## src/rtl/instruction_fetch_queue_if.sv

```systemverilog
// Handshake bundle between the fetch queue and its neighbours: PC source,
// instruction memory and decode.
interface instruction_fetch_queue_if;
  logic [31:0] pc_in;
  logic        pc_valid;
  logic        pc_ready;
  logic        imem_req_valid;
  logic        imem_req_ready;
  logic [31:0] imem_req_addr;
  logic        imem_resp_valid;
  logic [31:0] imem_resp_data;
  logic        instr_valid;
  logic        instr_ready;
  logic [31:0] instr_data;
  logic [31:0] instr_pc;
  logic        instr_misaligned;
  logic        flush;
  logic        busy;

  modport slave (
    input  pc_in, pc_valid, imem_req_ready, imem_resp_valid, imem_resp_data,
           instr_ready, flush,
    output pc_ready, imem_req_valid, imem_req_addr, instr_valid, instr_data,
           instr_pc, instr_misaligned, busy
  );

  modport master (
    output pc_in, pc_valid, imem_req_ready, imem_resp_valid, imem_resp_data,
           instr_ready, flush,
    input  pc_ready, imem_req_valid, imem_req_addr, instr_valid, instr_data,
           instr_pc, instr_misaligned, busy
  );
endinterface

```

## src/rtl/instruction_fetch_queue.sv

```systemverilog
// In-order instruction fetch queue: accepts PCs, issues word reads, matches
// in-order responses to entries and drains late responses after a flush.
module instruction_fetch_queue #(
  parameter int DEPTH = 4
) (
  input logic clk,
  input logic rst_n,
  instruction_fetch_queue_if.slave io
);
  localparam int PW = $clog2(DEPTH);
  localparam int CW = PW + 1;
  localparam logic [CW-1:0] DEPTH_C = CW'(DEPTH);
  localparam logic [CW:0]   DEPTH_I = (CW+1)'(DEPTH);

  typedef logic [PW-1:0] ptr_t;
  typedef struct packed {
    logic        alloc;
    logic        filled;
    logic [31:0] pc;
    logic [31:0] data;
    logic        misaligned;
  } entry_t;

  entry_t [DEPTH-1:0] ent_q, ent_d;
  ptr_t               head_q, head_d, tail_q, tail_d, fill_q, fill_d;
  logic [CW-1:0]      drop_q, drop_d;
  logic [CW-1:0]      used, unfilled;
  logic [CW:0]        inflight;
  logic               space, mis, accept, pop;
  ptr_t               scan_idx;
  logic               scan_hit;

  always_comb begin
    used     = '0;
    unfilled = '0;
    for (int i = 0; i < DEPTH; i++) begin
      used     = used + CW'(ent_q[i].alloc);
      unfilled = unfilled + CW'(ent_q[i].alloc & ~ent_q[i].filled);
    end
  end

  // Late responses still owed to memory count against the issue budget.
  assign inflight = {1'b0, unfilled} + {1'b0, drop_q};
  assign space    = (used < DEPTH_C) && (inflight < DEPTH_I);
  assign mis      = io.pc_in[1:0] != 2'b00;

  assign io.imem_req_valid = io.pc_valid & ~mis & space & ~io.flush;
  assign io.imem_req_addr  = io.pc_in;
  assign io.pc_ready       = space & ~io.flush & (mis | io.imem_req_ready);
  assign accept            = io.pc_valid & io.pc_ready;

  assign io.instr_valid      = ent_q[head_q].alloc & ent_q[head_q].filled;
  assign io.instr_data       = ent_q[head_q].data;
  assign io.instr_pc         = ent_q[head_q].pc;
  assign io.instr_misaligned = ent_q[head_q].misaligned;
  assign io.busy             = (used != '0) | (drop_q != '0);
  assign pop                 = io.instr_valid & io.instr_ready & ~io.flush;

  always_comb begin
    ent_d  = ent_q;
    head_d = head_q;
    tail_d = tail_q;
    drop_d = drop_q;
    if (io.flush) begin
      ent_d  = '0;
      head_d = '0;
      tail_d = '0;
      drop_d = drop_q + unfilled;
      if (io.imem_resp_valid && drop_d != '0) drop_d = drop_d - CW'(1);
    end else begin
      if (pop) begin
        ent_d[head_q].alloc  = 1'b0;
        ent_d[head_q].filled = 1'b0;
        head_d = head_q + ptr_t'(1);
      end
      if (accept) begin
        ent_d[tail_q].alloc      = 1'b1;
        ent_d[tail_q].filled     = mis;
        ent_d[tail_q].pc         = io.pc_in;
        ent_d[tail_q].data       = '0;
        ent_d[tail_q].misaligned = mis;
        tail_d = tail_q + ptr_t'(1);
      end
      if (io.imem_resp_valid) begin
        if (drop_q != '0) begin
          drop_d = drop_q - CW'(1);
        end else if (unfilled != '0) begin
          ent_d[fill_q].filled = 1'b1;
          ent_d[fill_q].data   = io.imem_resp_data;
        end
      end
    end
    // fill tracks the oldest unfilled entry (tail when none), so misaligned
    // entries and wrap-around never leave it pointing at a younger entry.
    fill_d   = tail_d;
    scan_hit = 1'b0;
    scan_idx = head_d;
    for (int i = 0; i < DEPTH; i++) begin
      scan_idx = head_d + ptr_t'(i);
      if (!scan_hit && ent_d[scan_idx].alloc && !ent_d[scan_idx].filled) begin
        fill_d   = scan_idx;
        scan_hit = 1'b1;
      end
    end
  end

  always_ff @(posedge clk or negedge rst_n) begin
    if (!rst_n) begin
      ent_q  <= '0;
      head_q <= '0;
      tail_q <= '0;
      fill_q <= '0;
      drop_q <= '0;
    end else begin
      ent_q  <= ent_d;
      head_q <= head_d;
      tail_q <= tail_d;
      fill_q <= fill_d;
      drop_q <= drop_d;
    end
  end
endmodule

```

## src/flat_wrapper.sv

```systemverilog
// flat-port wrapper written by rule: the top's interface ports become plain ports
module instruction_fetch_queue_flat 
#(
  parameter int DEPTH = 4
)
  (clk, rst_n, io_pc_in, io_pc_valid, io_imem_req_ready, io_imem_resp_valid, io_imem_resp_data, io_instr_ready, io_flush, io_pc_ready, io_imem_req_valid, io_imem_req_addr, io_instr_valid, io_instr_data, io_instr_pc, io_instr_misaligned, io_busy);
  instruction_fetch_queue_if io_i ();
  input logic clk;
  input logic rst_n;
  input wire logic [$bits(io_i.pc_in)-1:0] io_pc_in;
  input wire logic [$bits(io_i.pc_valid)-1:0] io_pc_valid;
  input wire logic [$bits(io_i.imem_req_ready)-1:0] io_imem_req_ready;
  input wire logic [$bits(io_i.imem_resp_valid)-1:0] io_imem_resp_valid;
  input wire logic [$bits(io_i.imem_resp_data)-1:0] io_imem_resp_data;
  input wire logic [$bits(io_i.instr_ready)-1:0] io_instr_ready;
  input wire logic [$bits(io_i.flush)-1:0] io_flush;
  output wire logic [$bits(io_i.pc_ready)-1:0] io_pc_ready;
  output wire logic [$bits(io_i.imem_req_valid)-1:0] io_imem_req_valid;
  output wire logic [$bits(io_i.imem_req_addr)-1:0] io_imem_req_addr;
  output wire logic [$bits(io_i.instr_valid)-1:0] io_instr_valid;
  output wire logic [$bits(io_i.instr_data)-1:0] io_instr_data;
  output wire logic [$bits(io_i.instr_pc)-1:0] io_instr_pc;
  output wire logic [$bits(io_i.instr_misaligned)-1:0] io_instr_misaligned;
  output wire logic [$bits(io_i.busy)-1:0] io_busy;
  assign io_i.pc_in = io_pc_in;
  assign io_i.pc_valid = io_pc_valid;
  assign io_i.imem_req_ready = io_imem_req_ready;
  assign io_i.imem_resp_valid = io_imem_resp_valid;
  assign io_i.imem_resp_data = io_imem_resp_data;
  assign io_i.instr_ready = io_instr_ready;
  assign io_i.flush = io_flush;
  assign io_pc_ready = io_i.pc_ready;
  assign io_imem_req_valid = io_i.imem_req_valid;
  assign io_imem_req_addr = io_i.imem_req_addr;
  assign io_instr_valid = io_i.instr_valid;
  assign io_instr_data = io_i.instr_data;
  assign io_instr_pc = io_i.instr_pc;
  assign io_instr_misaligned = io_i.instr_misaligned;
  assign io_busy = io_i.busy;
  instruction_fetch_queue #(.DEPTH(DEPTH)) u_core (.clk(clk), .rst_n(rst_n), .io(io_i));
endmodule
```

## config.mk

```make
export PLATFORM = sky130hd
export DESIGN_NAME = instruction_fetch_queue_flat
export DESIGN_NICKNAME = d
export VERILOG_FILES = /design/src/rtl/instruction_fetch_queue_if.sv /design/src/rtl/instruction_fetch_queue.sv /design/src/flat_wrapper.sv
export SDC_FILE = /design/constraint.sdc
export NUM_CORES = 1
export LEC_CHECK = 0
export ABC_CLOCK_PERIOD_IN_PS = 5500
export CORE_MARGIN = 4
export CORE_UTILIZATION = 40
export DETAILED_ROUTE_END_ITERATION = 7
export GPL_ROUTABILITY_DRIVEN = 0
export PLACE_DENSITY = 0.68
export SETUP_SLACK_MARGIN = 0.05
export SLEW_MARGIN = 20
export SYNTH_ARGS = -nofsm -noshare
export SYNTH_HDL_FRONTEND = slang
export SYNTH_SLANG_ARGS = --single-unit
```

## constraint.sdc

```tcl
create_clock -name clk -period 5.5 [get_ports clk]
set_input_delay 1.1 -clock clk [delete_from_list [all_inputs] [get_ports clk]]
set_output_delay 1.1 -clock clk [all_outputs]
set_load 0.01 [all_outputs]
```

==> Word level (Yosys, flattened, before mapping) <==
Cells that the tools add are included.
{ "classes": {"n_addsub": 15, "order_cmp": 12, "muxes": 60, "bitwise_logic": 21, "n_reduce_logical": 27} }
{ "op_table": {"columns": ["operator", "n"], "rows": [
  ["$bwmux 268", 9],
  ["$mux 268", 8],
  ["$demux 67 s2", 9],
  ["$bmux 67 s2", 5],
  ["$mux 67", 7],
  ["$mux 66", 3],
  ["$mux 33", 2],
  ["$mux 65", 1],
  ["$lt 2x3->1 const B", 7],
  ["$mux 2", 8],
  ["$add 3x3->3", 4],
  ["$and 1x3->3", 4],
  ["$logic_and 1x1->1", 12],
  ["$mux 3", 4],
  ["$not 1->3", 4],
  ["$reduce_bool 3->1", 4],
  ["$and 1x1->1", 9],
  ["$logic_not 1->1", 7],
  ["$add 2x1->2 const B", 3],
  ["$add 3x1->3", 2],
  ["$ge 2x1->1 const B", 3],
  ["$reduce_bool 2->1", 3],
  ["$sub 3x1->3 const B", 2],
  ["$add 2x2->2 const B", 2],
  ["8 further kinds", 13]
]} }
{ "totals": {"ff_bits": 277, "in_bits": 71, "output_inout_bits": 101} }

==> Logic depth before layout (Yosys ltp) <==
Gate-level depths: netlist (run 1).
{ "logic_depth": {"depth_word": 38, "ltp_mapped": 18, "ltp_nobuf": 18} }

==> Least setup slack after synthesis (run 1) <==
No wires, ideal clock.
{ "synth_timing": {"path_kind": "flip-flop to flip-flop", "start": "register u_core.ent_q[266] (netlist name)", "end": "register u_core.fill_q[0]", "t_arrival_ns": 3.889, "setup_slack_ns": 1.531, "path_stages_with_launch": 17, "path_buffers": 0, "period_less_slack_ns": 3.969, "cell_sequence": "dfrtp_1 > nand2b_1 > fa_1 > inv_1 > ha_1 > ha_1 > inv_1 > fa_1 > xnor2_1 > clkinv_1 > o211a_1 > a31oi_1 > nand4_4 > a2111oi_4 > a21oi_2 > o221a_1 > mux2i_1"} }
{ "synth_via": {"elab_chain_cells": 37, "word_cells_on_any_way": 68, "cone_classes": "add/sub (5); order compare (1); mux (38); bitwise (8); reduce/logical (16)"} }
{ "synth_rtl": {"columns": ["item", "line", "text"], "rows": [
  ["from (decl)", "instruction_fetch_queue.sv:24", "entry_t [DEPTH-1:0] ent_q, ent_d;"],
  ["from (signal assigned)", "instruction_fetch_queue.sv:115", "ent_q <= ent_d;"],
  ["parallel branches: the longest is 36 deep, another holds $add 3x3->4", null, null],
  ["$mux 2 *", "instruction_fetch_queue.sv:100", "if (!scan_hit && ent_d[scan_idx].alloc && !ent_d[scan_idx].filled) begin"],
  ["via u_core.fill_d[0]", "instruction_fetch_queue.sv:25", "ptr_t head_q, head_d, tail_q, tail_d, fill_q, fill_d;"],
  ["to (signal assigned)", "instruction_fetch_queue.sv:118", "fill_q <= fill_d;"],
  ["to (decl)", "instruction_fetch_queue.sv:25", null]
]} }
Mark *: on every way through the listed nets, which the timed path passes. The select of a mux whose other input is x is not followed.
A chain may end at the register's enable or synchronous reset.

==> Final worst setup path (run 1) <==
{ "layout_timing": {"start": "register u_core.ent_q[266] (netlist name)", "end": "output port io_pc_ready"} }
{ "layout_via": {"elab_chain_cells": 8} }
{ "layout_rtl": {"columns": ["item", "line", "text"], "rows": [
  ["$not 1->3", "instruction_fetch_queue.sv:38", "unfilled = unfilled + CW'(ent_q[i].alloc & ~ent_q[i].filled);"],
  ["$and 1x3->3", "instruction_fetch_queue.sv:38", null],
  ["$add 3x3->3", "instruction_fetch_queue.sv:38", null],
  ["$add 3x3->4", "instruction_fetch_queue.sv:43", "assign inflight = {1'b0, unfilled} + {1'b0, drop_q};"],
  ["$lt 4x3->1", "instruction_fetch_queue.sv:44", "assign space = (used < DEPTH_C) && (inflight < DEPTH_I);"],
  ["$logic_and 1x1->1", "instruction_fetch_queue.sv:44", null],
  ["$and 1x1->1 (2 in series)", "instruction_fetch_queue.sv:49", "assign io.pc_ready = space & ~io.flush & (mis | io.imem_req_ready);"],
  ["to (decl)", "flat_wrapper.sv:17", "output wire logic [$bits(io_i.pc_ready)-1:0] io_pc_ready;"]
]} }
No other way between the ends.

==> metrics.sh, run 1 <==
HTREEDEPTH=1
CTS_BUFFERS=31
HIGHEST_FANOUT_SEEN_ON_THE_CRITICAL_PATH=6
FLOORPLAN.ROWS=69
GLOBAL_ROUTE.USAGE.TOTAL_PCT=21.6
CELL_WITH_THE_LARGEST_STAGE_DELAY_ON_THE_WORST_PATH='sky130_fd_sc_hd__clkdlybuf4s50_1'
SYNTH_MOST_COMMON_CELL='sky130_fd_sc_hd__nand2_1'
SYNTHDISTINCTLIBCELLS=84
YOSYSTOPAREACELLSHARE_PCT=48.2
CLOCK_PATH_BUFFERS=3
SYNTHESIS.YOSYS.WARNINGS=0
SYNTHTOPCELLSBYAREA='sky130_fd_sc_hd__dfrtp_1, sky130_fd_sc_hd__mux4_2, sky130_fd_sc_hd__a21oi_1'
SEQUENTIAL_ELEMENT_SHARE_OF_THE_SYNTHESIZED_AREA_PCT=48.2
WORSTPATHREQUIRED_PS=4400
FRACTION_OF_REGISTERS_WITH_ASYNC_SET_OR_RESET_AFTER_SYNTHESIS_PCT=100
SYNTH_COMMON_CELLS='sky130_fd_sc_hd__nand2_1, sky130_fd_sc_hd__dfrtp_1, sky130_fd_sc_hd__a21oi_1, sky130_fd_sc_hd__clkbuf_1, sky130_fd_sc_hd__nor2_1'
CTS_ROOT_BUFFER='sky130_fd_sc_hd__clkbuf_16'
PLACED_CELLS_INCL_TAPS=2004
CRIT_PATH_CELLS='nand2b_1 -> fa_1 -> inv_1 -> ha_1 -> ha_1 -> inv_1 -> fa_1 -> xnor2_1 -> inv_2 -> o2111ai_2 -> inv_2 -> clkdlybuf4s50_1'
DETAILROUTE.VIA_COUNT=11900
ROUTED_VIA_DENSITY=5.77
NETLIST_INSTANCES=1501
STDCELL_COUNT=2062
CHIPHEIGHT_UM=198
LAYOUT.FILLER_CELLS=3215
VIAS_IN_THE_FIRST_GLOBAL_ROUTE=12000
WORST_PATH_CLASS_SETUP='reg -> out'
SYN-CELL-AREA_SQ_MM=0.0144
TOTAL_LEAKAGE_POWER_nW=7.18
SLEW-LIMIT-HEADROOM_PCT=31.4
FINALMAXSLEWVIOLATIONS=0
SYNTH-EDFF-COUNT=0
DRTITER0DRC=1209
TIMING.CRITICAL_PATH.TO_TYPE='primary output'
HOLDCRITPATHCLASS='reg -> reg'
INITIAL_CORE_UTIL_PCT=40.5
FLOORPLAN.CORE_AREA_SQ_MM=0.0355
IR_DROP_mV=0.199
SYNTH-MAIN-FF-CELL='sky130_fd_sc_hd__dfrtp_1'
SYNTH_TOP_CELL_BY_AREA='sky130_fd_sc_hd__dfrtp_1'
AREA_GROWTH_SYN_TO_LAYOUT_PCT=20.6
CRITPATHMAXSTAGEDELAY_PS=570
TIGHTEST_SLEW_PS=1030
FP.DIEAREA_SQ_MM=0.0390
ACHIEVABLE-FREQUENCY_MHz=194
SETUP_VIOL=0
CTS_NUM_SINKS=277
CLOCK_SKEW_PS=11.1
CRITPATHTOPFAMILY='adder cells'
HPWLAFTERDP_MM=24.0
DIE_W_UM=198
FINALHOLDVIOLATIONS=0
SYN_AVG_CELL_AREA_SQ_UM=9.58
NET_COUNT_SYNTH=1594
POST-ROUTE-MIN-PERIOD_PS=5140
OVERALL_POWER_AFTER_LAYOUT_mW=4.93
CELLPOWERDENSITY_mW_PER_MM2=285
GRT_PASS1_WL_MM=68.4
SHARE_OF_POST_ROUTE_CELLS_WITH_DRIVE_STRENGTH_ABOVE_1_PCT=12.3
GRT_SETUP_UNREPAIRED='false'
ARRIVAL_PS=4040
SUM_OF_BUFFERS_AND_INVERTERS_ON_THE_CRITICAL_PATH=5
CTS_TREE='yes'
ANTENNA_VIOLATIONS_BEFORE_REPAIR=1
OVERFLOW=0
LARGEST_NET_DEGREE_AT_THE_START_OF_GLOBAL_ROUTING=226
CLK_LATENCY_PS=560
LAYOUT_WORST_PATH_CYCLE_SHARE_PCT=93.5
DRT_FIRST_PASS_ITERS=5
DETAIL_ROUTE.WL_PER_CELL_UM=20.9
CLK_PIN_SLEW_PS=60
DETAIL_ROUTE.DRC_VIOLATIONS=0
NUMBER_OF_NETS_IN_THE_LAYOUT=1669
TIMING.SETUP.TNS_PS=0
SETUP.WORST_PATH.START_CLASS='flop'
POST_CTS.REPAIR.SETUP_BUFFERS=0
MAX-CAP-VIOLATIONS=0
IOS=172
DRT-TOTAL-WL_MM=43.1
IO_BUFFERS=171
YOSYS_REGISTER_BITS=277
DRT.ANTENNA.VIOLATING_NETS=0
OUTCOME='complete, no violations'
[through the flow]
step | worst slack [ps] | area [sq um] | hold slack [ps] | utilization, %
after global placement | 971 | 16200 | 502 | 45.7
after detailed placement | 819 | 16200 | 511 | 45.7
after global routing | 189 | 17300 | 530 | 48.8
after CTS | 236 | 17300 | 519 | 48.8
final | 356 | 17300 | 515 | 48.8
after floorplan | 1530 | 14400 | 491 | -
[layer usage]
layer	up-vias	GRT usage [%]	part of all wire, %
li1	5365	-	-
met2	471	35.1	48
met3	60	2.69	6.9
met1	5995	31.3	43
met4	0	5.41	2.2
met5	-	0	0
[path summary, 6_finish.rpt]
| check | start | end | slack (ps) | depth (start not counted) |
|---|---|---|---|---|
| worst min-delay path | u_core.ent_q[185] | u_core.ent_q[185] | 520 | 2 |
| max in group asynchronous | rst_n | u_core.ent_q[229] | 3570 | 2 |
| worst max register to register | u_core.ent_q[266] | u_core.ent_q[121] | 1010 | 15 |
| min in group asynchronous | rst_n | u_core.drop_q[0] | 620 | 1 |
| worst max-delay path | u_core.ent_q[266] | io_pc_ready | 360 | 12 |
| worst min register to register | u_core.ent_q[185] | u_core.ent_q[185] | 520 | 2 |
[worst min-delay path: cells and delay by family (launching register included)]
family          cells  cell delay (ps)
compound gates      1               50
simple gates        1               60
flops               1              370
[cell families after synthesis]
group	synth area share, %
compound gates	13.1
xor+xnor	0.305
fa+ha+maj	2.07
buf+inv	5.78
flops	48.2
mux	10.9
simple gates	19.6
[state kept, by name, summed over array words and instances (netlist names)]
name	cells
u_core.ent_q	268
u_core.tail_q	2
u_core.head_q	2
u_core.drop_q	3
u_core.fill_q	2
[where the power goes]
part	switching, mW	internal, mW	total, mW
combinational	0.383	0.249	0.633
clock	0.850	1.34	2.19
sequential	0.0329	2.08	2.11
[final cells by class]
cell class	instances	area (sq um)	area share [%]
diodes	1	2.50	0.0144
clock buffers	43	911	5.26
clock inverters	14	176	1.02
inverters	18	80.1	0.462
multi-input cells	1052	6690	38.6
flip-flops and latches	277	6940	40.0
well taps	461	577	3.33
repair buffers	196	1960	11.3
[cells in the final DEF, fill, tap and decap left out, drive strengths merged, types with 3 or more instances in the layout]
cell	n
o21ai	9
or3	4
inv	18
and2	5
o31ai	5
ha	19
a21oi	270
nand2b	7
nor2	85
fa	3
o22ai	6
nor4	6
clkbuf	44
buf	26
nand2	343
nand3	72
mux2	3
o2111ai	3
nand4	3
and3	67
or4	4
o32ai	3
nor3	17
clkdlybuf4s50	169
dfrtp	277
bufinv	4
a211oi	6
mux2i	4
xnor2	5
clkinv	9
mux4	66
o211ai	5
[repair_timing]
item | 4_1_cts | 5_1_grt
hold buffers | 0 | 0
setup endpoints to repair | 0 | 1
resized for setup | 0 | 3
Note: power is estimated with default switching activity, not from simulation.
==> inputs of run 2 (changes only) <==
Settings changed: ABC_CLOCK_PERIOD_IN_PS 5500 to default.
==> results of run 2 <==
No change in the layout: final DEF, timing and power equal those of run 1.
